--- src/rtl/fetch_stage.sv ---
// Fetch stage: owns PCF, issues in-order instruction memory requests,
// buffers returned words and drives the F/D pipeline register.
module fetch_stage #(
    parameter int          FIFO_DEPTH = 2,
    parameter logic [31:0] RESET_PC   = 32'h0000_0000,
    parameter logic [31:0] NOP_INSTR  = 32'hE1A0_0000
) (
    input  logic        clk,
    input  logic        reset,
    input  logic        StallF,
    input  logic        StallD,
    input  logic        FlushD,
    input  logic        BranchTakenE,
    input  logic [31:0] BranchTargetE,
    input  logic        PCSrcW,
    input  logic [31:0] ResultW,
    output logic        ImemReqValid,
    output logic [31:0] ImemReqAddr,
    input  logic        ImemReqReady,
    input  logic        ImemRspValid,
    input  logic [31:0] ImemRspData,
    output logic [31:0] PCF,
    output logic [31:0] InstrD,
    output logic [31:0] PCPlus8D,
    output logic        InstrValidD
);

    localparam int CW = $clog2(FIFO_DEPTH + 1);
    localparam int PW = (FIFO_DEPTH > 1) ? $clog2(FIFO_DEPTH) : 1;
    localparam logic [CW:0]   DEPTH = (CW + 1)'(FIFO_DEPTH);
    localparam logic [CW-1:0] FULL  = CW'(FIFO_DEPTH);
    localparam logic [PW-1:0] LAST  = PW'(FIFO_DEPTH - 1);

    logic [31:0]   buf_word [FIFO_DEPTH];
    logic [31:0]   buf_pc   [FIFO_DEPTH];
    logic [PW-1:0] rd_ptr;
    logic [PW-1:0] wr_ptr;
    logic [CW-1:0] count;
    logic [CW-1:0] inflight;
    logic [CW-1:0] drop;
    logic [31:0]   rsp_pc;

    logic        redirect;
    logic        issue_ok;
    logic        accept;
    logic        rsp_drop;
    logic        rsp_keep;
    logic        take;
    logic        bypass;
    logic        push;
    logic        pop;
    logic [31:0] head_word;
    logic [31:0] head_pc;

    assign redirect     = PCSrcW | BranchTakenE;
    assign issue_ok     = ({1'b0, inflight} + {1'b0, count}) < DEPTH;
    assign ImemReqValid = !reset && !redirect && !StallF && issue_ok;
    assign ImemReqAddr  = PCF;
    assign accept       = ImemReqValid && ImemReqReady;

    assign rsp_drop = ImemRspValid && (drop != '0);
    assign rsp_keep = ImemRspValid && (drop == '0) && !redirect;

    // A kept response may skip the empty buffer and go straight to decode
    assign take   = !redirect && !FlushD && !StallD
                  && ((count != '0) || rsp_keep);
    assign bypass = take && (count == '0);
    assign push   = rsp_keep && !bypass;
    assign pop    = take && (count != '0);

    assign head_word = bypass ? ImemRspData : buf_word[rd_ptr];
    assign head_pc   = bypass ? rsp_pc      : buf_pc[rd_ptr];

    // rsp_pc tracks the PC of the next response that will be kept
    always_ff @(posedge clk or posedge reset) begin
        if (reset) begin
            PCF    <= RESET_PC;
            rsp_pc <= RESET_PC;
        end else if (PCSrcW) begin
            PCF    <= ResultW;
            rsp_pc <= ResultW;
        end else if (BranchTakenE) begin
            PCF    <= BranchTargetE;
            rsp_pc <= BranchTargetE;
        end else begin
            if (accept)
                PCF <= PCF + 32'd4;
            if (rsp_keep)
                rsp_pc <= rsp_pc + 32'd4;
        end
    end

    always_ff @(posedge clk or posedge reset) begin
        if (reset) begin
            inflight <= '0;
            drop     <= '0;
        end else begin
            inflight <= inflight + CW'(accept) - CW'(ImemRspValid);
            if (redirect)
                drop <= inflight - CW'(ImemRspValid);
            else if (rsp_drop)
                drop <= drop - 1'b1;
        end
    end

    always_ff @(posedge clk or posedge reset) begin
        if (reset) begin
            rd_ptr <= '0;
            wr_ptr <= '0;
            count  <= '0;
        end else if (redirect) begin
            rd_ptr <= '0;
            wr_ptr <= '0;
            count  <= '0;
        end else begin
            if (push)
                wr_ptr <= (wr_ptr == LAST) ? '0 : wr_ptr + 1'b1;
            if (pop)
                rd_ptr <= (rd_ptr == LAST) ? '0 : rd_ptr + 1'b1;
            count <= count + CW'(push) - CW'(pop);
        end
    end

    always_ff @(posedge clk) begin
        if (push) begin
            buf_word[wr_ptr] <= ImemRspData;
            buf_pc[wr_ptr]   <= rsp_pc;
        end
        if (!reset) begin
            assert (!(push && !pop && count == FULL));
            assert (!(ImemRspValid && inflight == '0));
        end
    end

    always_ff @(posedge clk or posedge reset) begin
        if (reset) begin
            InstrD      <= NOP_INSTR;
            PCPlus8D    <= '0;
            InstrValidD <= 1'b0;
        end else if (redirect || FlushD) begin
            InstrD      <= NOP_INSTR;
            InstrValidD <= 1'b0;
        end else if (!StallD) begin
            if (take) begin
                InstrD      <= head_word;
                PCPlus8D    <= head_pc + 32'd8;
                InstrValidD <= 1'b1;
            end else begin
                InstrD      <= NOP_INSTR;
                InstrValidD <= 1'b0;
            end
        end
    end

endmodule

--- config.mk ---
export PLATFORM = sky130hd
export DESIGN_NAME = fetch_stage
export DESIGN_NICKNAME = d
export VERILOG_FILES = /design/src/rtl/fetch_stage.sv
export SDC_FILE = /design/constraint.sdc
export NUM_CORES = 1
export LEC_CHECK = 0
export BUFFER_PORTS_ARGS = -buffer_cell sky130_fd_sc_hd__clkbuf_2
export CAP_MARGIN = 15
export CORE_ASPECT_RATIO = 0.9
export CORE_MARGIN = 2
export CORE_UTILIZATION = 30
export DETAILED_ROUTE_END_ITERATION = 8
export HOLD_SLACK_MARGIN = 0.12
export PLACE_DENSITY = 0.47
export SYNTH_ARGS = -nofsm -noshare
export SYNTH_HDL_FRONTEND = slang
export SYNTH_SLANG_ARGS = --single-unit
--- constraint.sdc ---
create_clock -name clk -period 4.75 [get_ports clk]
set_clock_uncertainty 0.05 [all_clocks]
set_input_delay 0.95 -clock clk [delete_from_list [all_inputs] [get_ports clk]]
set_output_delay 0.95 -clock clk [all_outputs]
set_load 0.05 [all_outputs]
# --- Word-level counts from Yosys, hierarchy flattened ---
# Memories as Yosys holds them, arrays and structs flattened.
# Cells that the tools add are included.
totals:
  ff_bits: 137
  latch_bits: 0
  ram_bits: 128
  mem_bits_ro: 0
  inputBits: 105
  output_inout_bits: 130
  memories: 2
classes:
  add_sub_neg: 12
  mul: 0
  div_mod_pow: 0
  magnitude_cmp: 1
  n_eq_ne: 1
  n_shift: 0
  n_mux: 25
  bitwise_logic: 3
  reduce_logical: 31
mem_list:
  columns: ["name", "words", "width", "rd", "rd_clocked_by_memory_dff", "wr", "line", "source"]
  rows:
  - ["buf_pc", 2, 32, 1, 0, 1, "35", "logic [31:0] buf_pc [FIFO_DEPTH];"]
  - ["buf_word", 2, 32, 1, 0, 1, "34", "logic [31:0] buf_word [FIFO_DEPTH];"]
op_table:
  columns: ["op", "count"]
  rows:
  - ["2-to-1 mux 32 bit", 11]
  - ["adder 32 x 3 -> 32 bit, second input constant", 2]
  - ["adder 32 x 4 -> 32 bit, second input constant", 1]
  - ["logical AND 1 bit", 13]
  - ["2-to-1 mux 1 bit", 11]
  - ["nonzero test 2 bit", 5]
  - ["zero test 1 bit", 6]
  - ["2-to-1 mux 2 bit", 3]
  - ["nonzero test 3 bit", 2]
  - ["subtractor 2 x 1 -> 2 bit", 3]
  - ["adder 2 x 1 -> 2 bit", 2]
  - ["zero test 2 bit", 2]
  - ["adder 2 x 2 -> 3 bit", 1]
  - ["< comparator 3 x 2 -> 1 bit, second input constant", 1]
  - ["AND reduction 3 bit", 1]
  - ["adder 1 bit, second input constant", 2]
  - ["logical OR 1 bit", 2]
  - ["inequality test 2 x 1 -> 1 bit, second input constant", 1]
  - ["NOT 1 bit", 2]
  - ["subtractor 2 x 1 -> 2 bit, second input constant", 1]
  - ["bitwise OR 1 bit", 1]

# --- Logic depth before layout (Yosys ltp) ---
# Gate-level depths: netlist of run 1.
depth:
  ltp_word: 11
  ltp_mapped: 15
  depth_no_buf: 12

# --- Least setup slack after synthesis of run 1 ---
# Ideal clock, no wire load.
synth_path:
  path_type: "input to register"
  startpoint: "input BranchTakenE"
  endpoint: "memory buf_pc[0][0], enable pin"
  t_arrival_ps: 4510
  setup_slack_ps: -296
  path_stages: 6
  n_path_buf: 2
  cell_sequence: "buf_2 > nor4_2 > nand2_1 > clkbuf_1 > nand2_1 > nor2_1"
synth_via:
  elab_chain_len: 10
  word_cells_on_any_way: 12
  classes_between: "2 x mux; 1 x bitwise; 9 x reduce/logical"
synth_rtl:
  columns: ["item", "line", "source"]
  rows:
  - ["start: declaration", "13", "input logic BranchTakenE,"]
  - ["bitwise OR 1 bit (*)", "55", "assign redirect = PCSrcW | BranchTakenE;"]
  - ["zero test 1 bit (*)", "62, 65", null]
  - ["logical AND 1 bit, on equally long branches", "65, 62", null]
  - ["logical AND 1 bit / logical OR 1 bit (equally long branches)", "65, 66", null]
  - ["logical AND 1 bit", "66", "&& ((count != '0) || rsp_keep);"]
  - ["logical AND 1 bit", "67", "assign bypass = take && (count == '0);"]
  - ["zero test 1 bit", "68", "assign push = rsp_keep && !bypass;"]
  - ["logical AND 1 bit (*)", "68", null]
  - ["2-to-1 mux 1 bit (*)", "125", "if (push) begin"]
  - ["2-to-1 mux 1 bit (implied by the code) (*)", "127", "buf_pc[wr_ptr] <= rsp_pc;"]
  - ["end: declaration", "35", null]
# Mark *: on every way between the ends. The rest lies on a longest branch, timed or not.

# --- Final worst setup path of run 1 ---
layout_path:
  startpoint: "register count[1]"
  endpoint: "register PCF[29], in the netlist ImemReqAddr[29]"
layout_via:
  elab_chain_len: 5
layout_rtl:
  columns: ["item", "line", "source"]
  rows:
  - ["start: declaration", "38", "logic [CW-1:0] count;"]
  - ["start signal: assignment", "120", "count <= count + CW'(push) - CW'(pop);"]
  - ["adder 2 x 2 -> 3 bit", "56", "assign issue_ok = ({1'b0, inflight} + {1'b0, count}) < DEPTH;"]
  - ["< comparator 3 x 2 -> 1 bit", "56", null]
  - ["logical AND 1 bit", "57", "assign ImemReqValid = !reset && !redirect && !StallF && issue_ok;"]
  - ["logical AND 1 bit", "59", "assign accept = ImemReqValid && ImemReqReady;"]
  - ["nonzero test 3 bit (no source line)", null, null]
  - ["end signal: assignment", "80", "PCF <= ResultW;"]
  - ["end signal: assignment", "83", "PCF <= BranchTargetE;"]
  - ["end signal: assignment", "87", "PCF <= PCF + 32'd4;"]
  - ["end: declaration", "22", "output logic [31:0] PCF,"]
# No other way between the ends.
# A chain may end at the register's enable or synchronous reset.

==> results of run 1 <==
[Yosys cell counts, types with 3 or more instances]
master and instances:
nand3_1 52, nor2_1 87, a22oi_1 36, nand4b_1 3, nor3_1 12, nand2_1 157
ha_1 9, o21ai_1 15, inv_1 23, and3_1 10, xnor2_1 26, a31oi_1 10
o21ai_0 148, mux2i_1 64, and2_1 6, nor4_1 4, a21oi_1 167, dfrtp_1 129
buf_4 36, or3_1 6, o31ai_1 15, nand4_1 22, clkbuf_1 49, a211oi_1 6
and4_1 3, nand3b_1 8, buf_2 17, xor2_1 4, or2_2 7, a2111oi_4 4
buf_1 5, or4_1 3, dfstp_2 6, a21o_1 5, edfxtp_1 128, nor2b_1 6
[through the flow]
step | utilization [%] | cells | total power [W] | hold WS, ns | setup slack, ns
after global routing | 36.5 | 2137 | 0.00679 | 0.455 | 1.21
after floorplan | - | 1330 | 0.00357 | 0.387 | 0.149
after global placement | 33.9 | 2079 | 0.00391 | 0.412 | 1.07
final | 36.5 | 2137 | 0.00649 | 0.428 | 1.39
after detailed placement | 33.9 | 2079 | 0.00392 | 0.416 | 1.02
after CTS | 36.5 | 2136 | 0.00658 | 0.432 | 1.37
[power by group]
part	total (W)	internal (W)	switching, W
Sequential	0.00276	0.00256	0.000198
Clock	0.00263	0.00165	0.000975
Combinational	0.00110	0.000288	0.000812
[area by class of cell]
type                    instances  share of cell area [%]
clock buffers                  35                    5.04
well taps                     600                    4.67
multi-input cells             934                    34.3
repair buffers                259                    8.52
diodes                          1                  0.0156
flip-flops and latches        263                    45.0
clock inverters                22                    1.96
inverters                      23                   0.568
[final timing paths]
kind                       startpoint         endpoint  cells past startpoint
setup reg to reg             count[1]  ImemReqAddr[29]                     11
setup / recovery             count[1]  ImemReqAddr[29]                     11
min in group asynchronous       reset       InstrD[20]                      2
hold / removal             InstrD[18]       InstrD[18]                      2
hold reg to reg            InstrD[18]       InstrD[18]                      2
max in group asynchronous       reset     PCPlus8D[12]                      3
[routing by layer]
layer / GRT usage (%) / vias up
met5: 0 / -
met4: 3.55 / 0
met3: 2.83 / 42
met2: 26.0 / 355
met1: 27.0 / 5158
li1: - / 5208
[sequential cells by signal, summed over array words and instances, names as in the netlist]
name	count
PCPlus8D	32
buf_word	64
InstrValidD	1
count	2
buf_pc	64
rsp_pc	30
InstrD	32
drop	2
wr_ptr	1
rd_ptr	1
ImemReqAddr	32
inflight	2
[layout by cell type (no fill, tap or decap), types with 6 or more instances in the layout]
master	netlist	layout
inv_1	23	22
nor2_1	87	84
or3_1	6	6
a21oi_1	167	167
or2_2	7	7
o21ai_0	148	148
a31oi_1	10	10
edfxtp_1	128	128
a211oi_1	6	6
o31ai_1	15	15
clkbuf_16	0	31
nand3b_1	8	8
mux2i_1	64	64
nor3_1	12	12
bufinv_16	0	8
nand3_1	52	52
xnor2_1	26	26
a22oi_1	36	36
nand4_1	22	22
dfrtp_1	129	128
and3_1	10	9
o21ai_1	15	14
nand2_1	157	157
buf_4	36	24
clkbuf_2	1	234
clkinv_1	0	6
and2_1	6	6
dfstp_2	6	6
ha_1	9	9
[worst max-delay path, stage by stage, from the launching register on]
cell     delay, ns
dfrtp_1       0.43
inv_1         0.13
fa_1          0.54
nor2b_1       0.12
and3_1        0.24
and2_0        0.52
inv_1         0.20
buf_4         0.25
nand2_1       0.19
buf_4         0.33
a21oi_1       0.12
a21oi_1       0.15
[cell families after synthesis]
group / count (synthesis) / synth area share, %
AO/OA/AOI/OAI: 428 / 18.8
AND/OR/NAND/NOR: 401 / 14.4
flip-flops: 263 / 54.0
buffers and inverters: 133 / 5.02
multiplexers: 65 / 4.87
XOR/XNOR: 30 / 1.96
adder cells (fa/ha/maj): 10 / 0.991
==> results.json, run 1 <==
{
  "met2_wirelength_mm": 17.5,
  "htreeDepth": 1,
  "wl_per_cell_um": 19.2,
  "hold_path.class": "reg -> reg",
  "grt_max_degree": 90,
  "crit_path_start_kind": "flop",
  "fill_cells": 4466,
  "slew_headroom_pct": 32.2,
  "yosys.area.top_type_share_pct": 28.7,
  "ys_ff_latch": 263,
  "gr-usage-all-layers_pct": 17.6,
  "syn_to_final_growth_pct": 20.3,
  "multiInputGateArea_sq_um": 5520,
  "routed_wl_mm": 41.1,
  "grt_pass1_wl_mm": 62.9,
  "antenna_found_initial": 1,
  "slew_viol_final": 0,
  "synthCells": 1330,
  "met3_length_mm": 2.36,
  "hold_violations": 0,
  "synth_top_area_cell": "edfxtp_1",
  "drv_cap": 0,
  "period_share_pct": 70.6,
  "drtPass1Iterations": 5,
  "synth.avg_cell_area_sq_um": 10.1,
  "postCtsHoldBufs": 0,
  "post_cts_resized": 0,
  "synth_area_leaders": "edfxtp_1, dfrtp_1, a21oi_1",
  "syn_area_sq_um": 13400,
  "crit_type": "reg -> reg",
  "async_flop_share_pct": 51.3,
  "r2r_slack_ns": 1.39,
  "ios": 235,
  "layout.nets": 1627,
  "fin_setup_tns_ns": 0,
  "final_area_sq_um": 16100,
  "clkTransAtPathRegs_ns": 0.06,
  "yosysSeqAreaShare_pct": 54.0,
  "dieHeight_um": 204,
  "synth_edf_count": 128,
  "leakagePower_nw": 6.16,
  "arrival_ns": 3.79,
  "cts_tree": "yes",
  "clk_latency_ns": 0.57,
  "start_util_pct": 30.3,
  "rows": 73,
  "route.detailed.drc": 0,
  "wirelength_met1_mm": 20.6,
  "setup_violations": 0,
  "die-area_sq_um": 46300,
  "ys_types": 70,
  "rsz0062_at_grt": "no",
  "num_vias": 10800,
  "max_slew.worst_pin.slew_ns": 1.01,
  "cts_sinks": 263,
  "power_density_nw_per_um2": 403,
  "root_buffer": "clkbuf_16",
  "synthesis.nets": 1445,
  "worst_setup_path_end_kind": "flop",
  "grt_pass1_vias": 10200,
  "cts.path.max_buffers": 3,
  "die_x_um": 227,
  "post-dp-hpwl_mm": 29.2,
  "drive_above_1_share_pct": 22.6,
  "vdd_ir_drop_max_mv": 0.230,
  "cts_buffers": 31,
  "top_layer": "met4",
  "fin_crit_ns": 3.36,
  "status": "complete, no violations",
  "first_iter_violations": 750,
  "required_ns": 5.19,
  "overflow": 0,
  "cts_setup_buffers": 0,
  "fmax_mhz": 298,
  "place.gp.congestion": 0.822,
  "synth_ff_type": "dfrtp_1",
  "ys.warnings.count": 0,
  "regArea_sq_um": 7230,
  "cp_max_fo": 24,
  "io_buffers": 234,
  "placed_area_sq_um": 15000,
  "core_sq_um": 44100,
  "postRouteAntennaNets": 0,
  "detail_route.vias_per_cell": 5.04
}
Power figures use the tool's default switching activity.
==> run 2, diff against run 1 <==
- clock period: 4.75 -> 2.8 ns (I/O delays scaled with it)
==> run 2 against run 1 <==
Compared with the run above: critical path depth shrank 5; die area stayed put; total power grew 76%; clock power rose by 76%; global-route usage is 0.25 points higher; first-iteration DRC count is 0.40% higher; largest cell class unchanged.
==> results.json, run 2 (same netlist as run 1, synthesis figures left out) <==
{
  "status": "complete, no violations",
  "rows": 73,
  "place.gp.congestion": 0.816,
  "max_slew.worst_pin.slew_ns": 1.12,
  "vdd_ir_drop_max_mv": 0.554,
  "grt_pass1_wl_mm": 64.3,
  "comb_power_share_pct": 18.7,
  "gr-usage-all-layers_pct": 17.9,
  "slew_headroom_pct": 25.2,
  "setup_violations": 0,
  "start_util_pct": 30.3,
  "detail_route.vias_per_cell": 4.98,
  "routed_wl_mm": 41.6,
  "postRouteAntennaNets": 0,
  "ios": 235,
  "fin_setup_tns_ns": 0,
  "dp_cells": 2160,
  "clkPwrFrac_pct": 40.7,
  "period_share_pct": 96.1,
  "num_vias": 11200,
  "drive_above_1_share_pct": 27.0,
  "crit_type": "reg -> out",
  "route.detailed.drc": 0,
  "cts_sinks": 263,
  "die-area_sq_um": 46300,
  "slew_viol_final": 0,
  "max_stage_delay_ns": 0.48,
  "rsz0062_at_grt": "no",
  "post-dp-hpwl_mm": 29.5,
  "leakagePower_nw": 6.75,
  "grt_pass1_vias": 10800,
  "io_buffers": 234,
  "worst_setup_path_end_kind": "primary output",
  "layout.nets": 1739,
  "cts_tree": "yes",
  "power_frac_seq_pct": 40.5,
  "dieHeight_um": 204,
  "wl_per_cell_um": 18.5,
  "mostFrequentLayoutCells": "clkbuf_2, a21oi_1, nand2_1",
  "htreeDepth": 1,
  "cts_buffers": 31,
  "n_antenna_cell": 0,
  "fin_crit_ns": 2.69,
  "intPower_w": 0.00794,
  "arrival_ns": 2.08,
  "placed_area_sq_um": 15700,
  "drv_cap": 0,
  "cp_max_fo": 3,
  "first_iter_violations": 753,
  "top_regs": "buf_pc x64, buf_word x64",
  "cp_slowest_cell": "fa_1",
  "root_buffer": "clkbuf_16",
  "p_sw_share_pct": 30.3,
  "core_sq_um": 44100,
  "hold_path.class": "in -> reg",
  "drtPass1Iterations": 7,
  "syn_to_final_growth_pct": 29.0,
  "p_switching_w": 0.00345,
  "antenna_found_initial": 0,
  "hold_violations": 0,
  "fmax_mhz": 372,
  "overflow": 0,
  "final_common_cell": "clkbuf_2",
  "path_cells": "buf_6 > nand2_2 > fa_1 > nor2b_2 > and3_4 > clkbuf_16",
  "die_x_um": 227,
  "clkTransAtPathRegs_ns": 0.06,
  "clk_latency_ns": 0.58,
  "final_area_sq_um": 17300,
  "grt_max_degree": 105,
  "power_density_nw_per_um2": 660,
  "final_cells": 2249,
  "required_ns": 2.19,
  "cts.path.max_buffers": 3,
  "crit_path_start_kind": "flop"
}
## run 2: changes by cell type in the layout (fill, tap and decap cells not counted), moves of 4 or more
cell	change
dlygate4sd3_1	+26
clkinvlp_4	+4
buf_4	+73
clkbuf_1	+4
buf_12	+12
clkinv_1	-6
## run 2: what timing repair did
action                                  4_1_cts  5_1_grt
buffers inserted                              0        5
pin swaps                                     1        6
endpoints found under the setup margin        6       13
hold buffers                                 26        0
hold endpoints to repair                     81        0
resized for setup                             6        9
## run 2: critical path, delay by kind of cell (launching register included)
| family | cells | cell delay [ns] |
|---|---|---|
| buf+inv | 2 | 0.27 |
| fa+ha+maj | 1 | 0.48 |
| simple gates | 3 | 0.39 |
| flops | 1 | 0.35 |
## run 2: per-layer routing
layer	up-vias	share of wire, %	GRT usage, %
met1	5339	50	27.4
met5	-	0	0
met3	56	5.3	2.31
met2	357	42	26.2
met4	0	2.4	4.93
li1	5438	-	-
## run 2: path summary, 6_finish.rpt
path | startpoint | to | slack (ns) | cells after the start
min | ImemRspData[25] | buf_word[1][25] | 0.15 | 1
min reg2reg | InstrD[8] | InstrD[8] | 0.43 | 2
max in group asynchronous | reset | rd_ptr | 1.54 | 4
min in group asynchronous | reset | InstrD[25] | 0.68 | 4
max | count[0] | ImemReqValid | 0.11 | 6
max reg2reg | drop[1] | PCPlus8D[26] | 0.12 | 11
## run 2: area by class of cell
cell class	instances	area (sq um)
inverter	23	90.1
clock inverter	19	340
timing repair buffer	371	2450
tap	600	751
sequential	263	7230
fill	4382	26900
multi-input combinational	934	5560
clock buffer	39	837
## run 2: power by group through the flow
stage	Combinational (W)	Sequential, W	Clock [W]
after floorplan	0.000978	0.00509	0
after global placement	0.00209	0.00468	0
after detailed placement	0.00210	0.00469	0
after CTS	0.00214	0.00462	0.00478
after global routing	0.00232	0.00466	0.00493
final	0.00213	0.00462	0.00464
## run 2: through the flow
stage,total power (W),hold WS (ns),utilization (%),setup slack (ns)
after global routing,0.0119,0.136,39.1,0.00211
after detailed placement,0.00679,0.420,35.6,-0.363
after CTS,0.0115,0.120,38.9,0.0166
after global placement,0.00677,0.407,35.6,-0.298
after floorplan,0.00607,0.387,-,-0.493
final,0.0114,0.154,39.1,0.109
==> run 3, diff against run 2 <==
- GPL_TIMING_DRIVEN: not set -> 0
- SLEW_MARGIN: not set -> 20
==> run 3 against run 2 <==
Compared with the run above: non-clock buffer count increased by 15; setup slack worse by 0.20 ns; combinational power is 2% higher; total power shrank 2.8%; highest routed layer unchanged; sequential cell count is the same; final area grew 0.15%; global-route usage is 1.6 points higher; the run now ends with negative setup slack left.
==> results.json, run 3 (same netlist as run 1, synthesis figures left out) <==
{
  "final_area_sq_um": 17300,
  "drv_cap": 0,
  "root_buffer": "clkbuf_16",
  "core_sq_um": 44100,
  "rsz0062_at_grt": "yes",
  "worst_setup_path_end_kind": "flop",
  "hold_violations": 0,
  "max_slew.worst_pin.slew_ns": 0.857,
  "final_common_cell": "clkbuf_2",
  "first_iter_violations": 729,
  "syn_to_final_growth_pct": 29.2,
  "post-dp-hpwl_mm": 33.6,
  "timing.rr.start": "count[1]",
  "hold_start": "ImemRspData[20]",
  "cts_sinks": 263,
  "grt_pass1_wl_mm": 69.2,
  "status": "complete, but fails checks",
  "worstHoldPathCells": 1,
  "slew_viol_final": 0,
  "postRouteAntennaNets": 0,
  "antenna_found_initial": 0,
  "ios": 235,
  "mostFrequentLayoutCells": "clkbuf_2, a21oi_1, nand2_1",
  "cp_max_fo": 3,
  "hold_slack_ns": 0.153,
  "top_regs": "buf_pc x64, buf_word x64",
  "layout.nets": 1753,
  "crit_type": "reg -> reg",
  "placed_area_sq_um": 15500,
  "vdd_ir_drop_max_mv": 0.423,
  "overflow": 0,
  "leakagePower_nw": 6.72,
  "die-area_sq_um": 46300,
  "setup_violations": 11,
  "route.detailed.drc": 0,
  "io_buffers": 234,
  "n_antenna_cell": 0,
  "clk_latency_ns": 0.57,
  "clkTransAtPathRegs_ns": 0.06,
  "slew_headroom_pct": 42.6,
  "drive_above_1_share_pct": 27.9,
  "fin_crit_ns": 2.89,
  "cts.path.max_buffers": 3,
  "r2r_slack_ns": -0.09,
  "worstSetupStartpoint": "count[1]",
  "fin_setup_tns_ns": -0.611,
  "routed_wl_mm": 45.5,
  "rows": 73,
  "htreeDepth": 1,
  "cts_tree": "yes",
  "worst_hold_path.endpoint": "buf_word[1][20]",
  "r2r.worst_path.cells": 14,
  "gr-usage-all-layers_pct": 19.5,
  "required_ns": 3.18,
  "r2r-end": "ImemReqAddr[17]",
  "grt_max_degree": 34,
  "worst_slack_ns": -0.0903,
  "arrival_ns": 3.27,
  "num_vias": 11600,
  "violations": "negative setup slack",
  "crit_path_start_kind": "flop",
  "hold_path.class": "in -> reg",
  "grt_pass1_vias": 11200,
  "drtPass1Iterations": 5,
  "period_share_pct": 103,
  "wl_per_cell_um": 20.1,
  "detail_route.vias_per_cell": 5.11,
  "power_density_nw_per_um2": 641,
  "cts_buffers": 30,
  "start_util_pct": 30.3,
  "place.gp.congestion": 0.883,
  "dieHeight_um": 204,
  "die_x_um": 227,
  "fmax_mhz": 346
}
-- run 3: what timing repair did --
item                       4_1_cts  5_1_grt
hold endpoints to repair        20        0
setup endpoints to repair      173      110
hold buffers                     1        0
pin swaps                       12       14
buffers inserted                27       10
gates resized for setup         65       57
-- run 3: area by class of cell --
type                       instances  area, sq um
buffer                           106          746
inverter                          23         96.3
timing repair buffer             280         1660
multi-input combinational        934         5740
fill                            4409        26800
sequential                       263         7240
tap                              600          751
clock buffer                      42          827
clock inverter                    14          230
-- run 3: through the flow --
stage	utilization [%]	total power (W)	std cells	setup slack, ns
floorplan	-	0.00607	1330	-0.493
global placement	34.8	0.00673	2164	-1.45
detailed placement	35.2	0.00678	2172	-1.37
CTS	38.6	0.0112	2255	-0.0942
global route	39.2	0.0115	2262	-0.161
finish	39.2	0.0111	2262	-0.0903
-- run 3: worst max-delay path by stage --
stage / endpoint / slack, ns
3_3_place_gp: buf_pc[0][29] / -1.45
3_5_place_dp: PCPlus8D[31] / -1.37
2_1_floorplan: PCPlus8D[31] / -0.49
5_1_grt: PCPlus8D[29] / -0.16
4_1_cts: PCPlus8D[31] / -0.09
6_report: ImemReqAddr[17] / -0.09
-- run 3: worst max-delay path, cell delays in order, from the launching register on --
cell and delay (ns):
dfrtp_1 0.37, buf_4 0.14, inv_4 0.04, fa_1 0.48
nor2b_4 0.13, and3_4 0.21, and2_4 0.14, clkbuf_8 0.12
clkinvlp_4 0.16, buf_4 0.18, buf_6 0.10, buf_4 0.14
or2_4 0.27, o21ai_2 0.15, a21oi_1 0.08
-- run 3: layer usage --
layer | wire [um] | global-route usage (%) | share of wire (%) | vias to the layer above
met3 | 2290 | 2.47 | 5.0 | 53
met4 | 993 | 4.98 | 2.2 | 0
met1 | 22100 | 28.9 | 49 | 5624
met5 | 0 | 0 | 0 | -
li1 | - | - | - | 5485
met2 | 20100 | 29.9 | 44 | 397
-- run 3: where the power goes --
group | total [W] | internal, W | switching [W]
Clock | 0.00424 | 0.00261 | 0.00163
Sequential | 0.00466 | 0.00435 | 0.000304
Combinational | 0.00218 | 0.000672 | 0.00151
Total | 0.0111 | 0.00764 | 0.00344
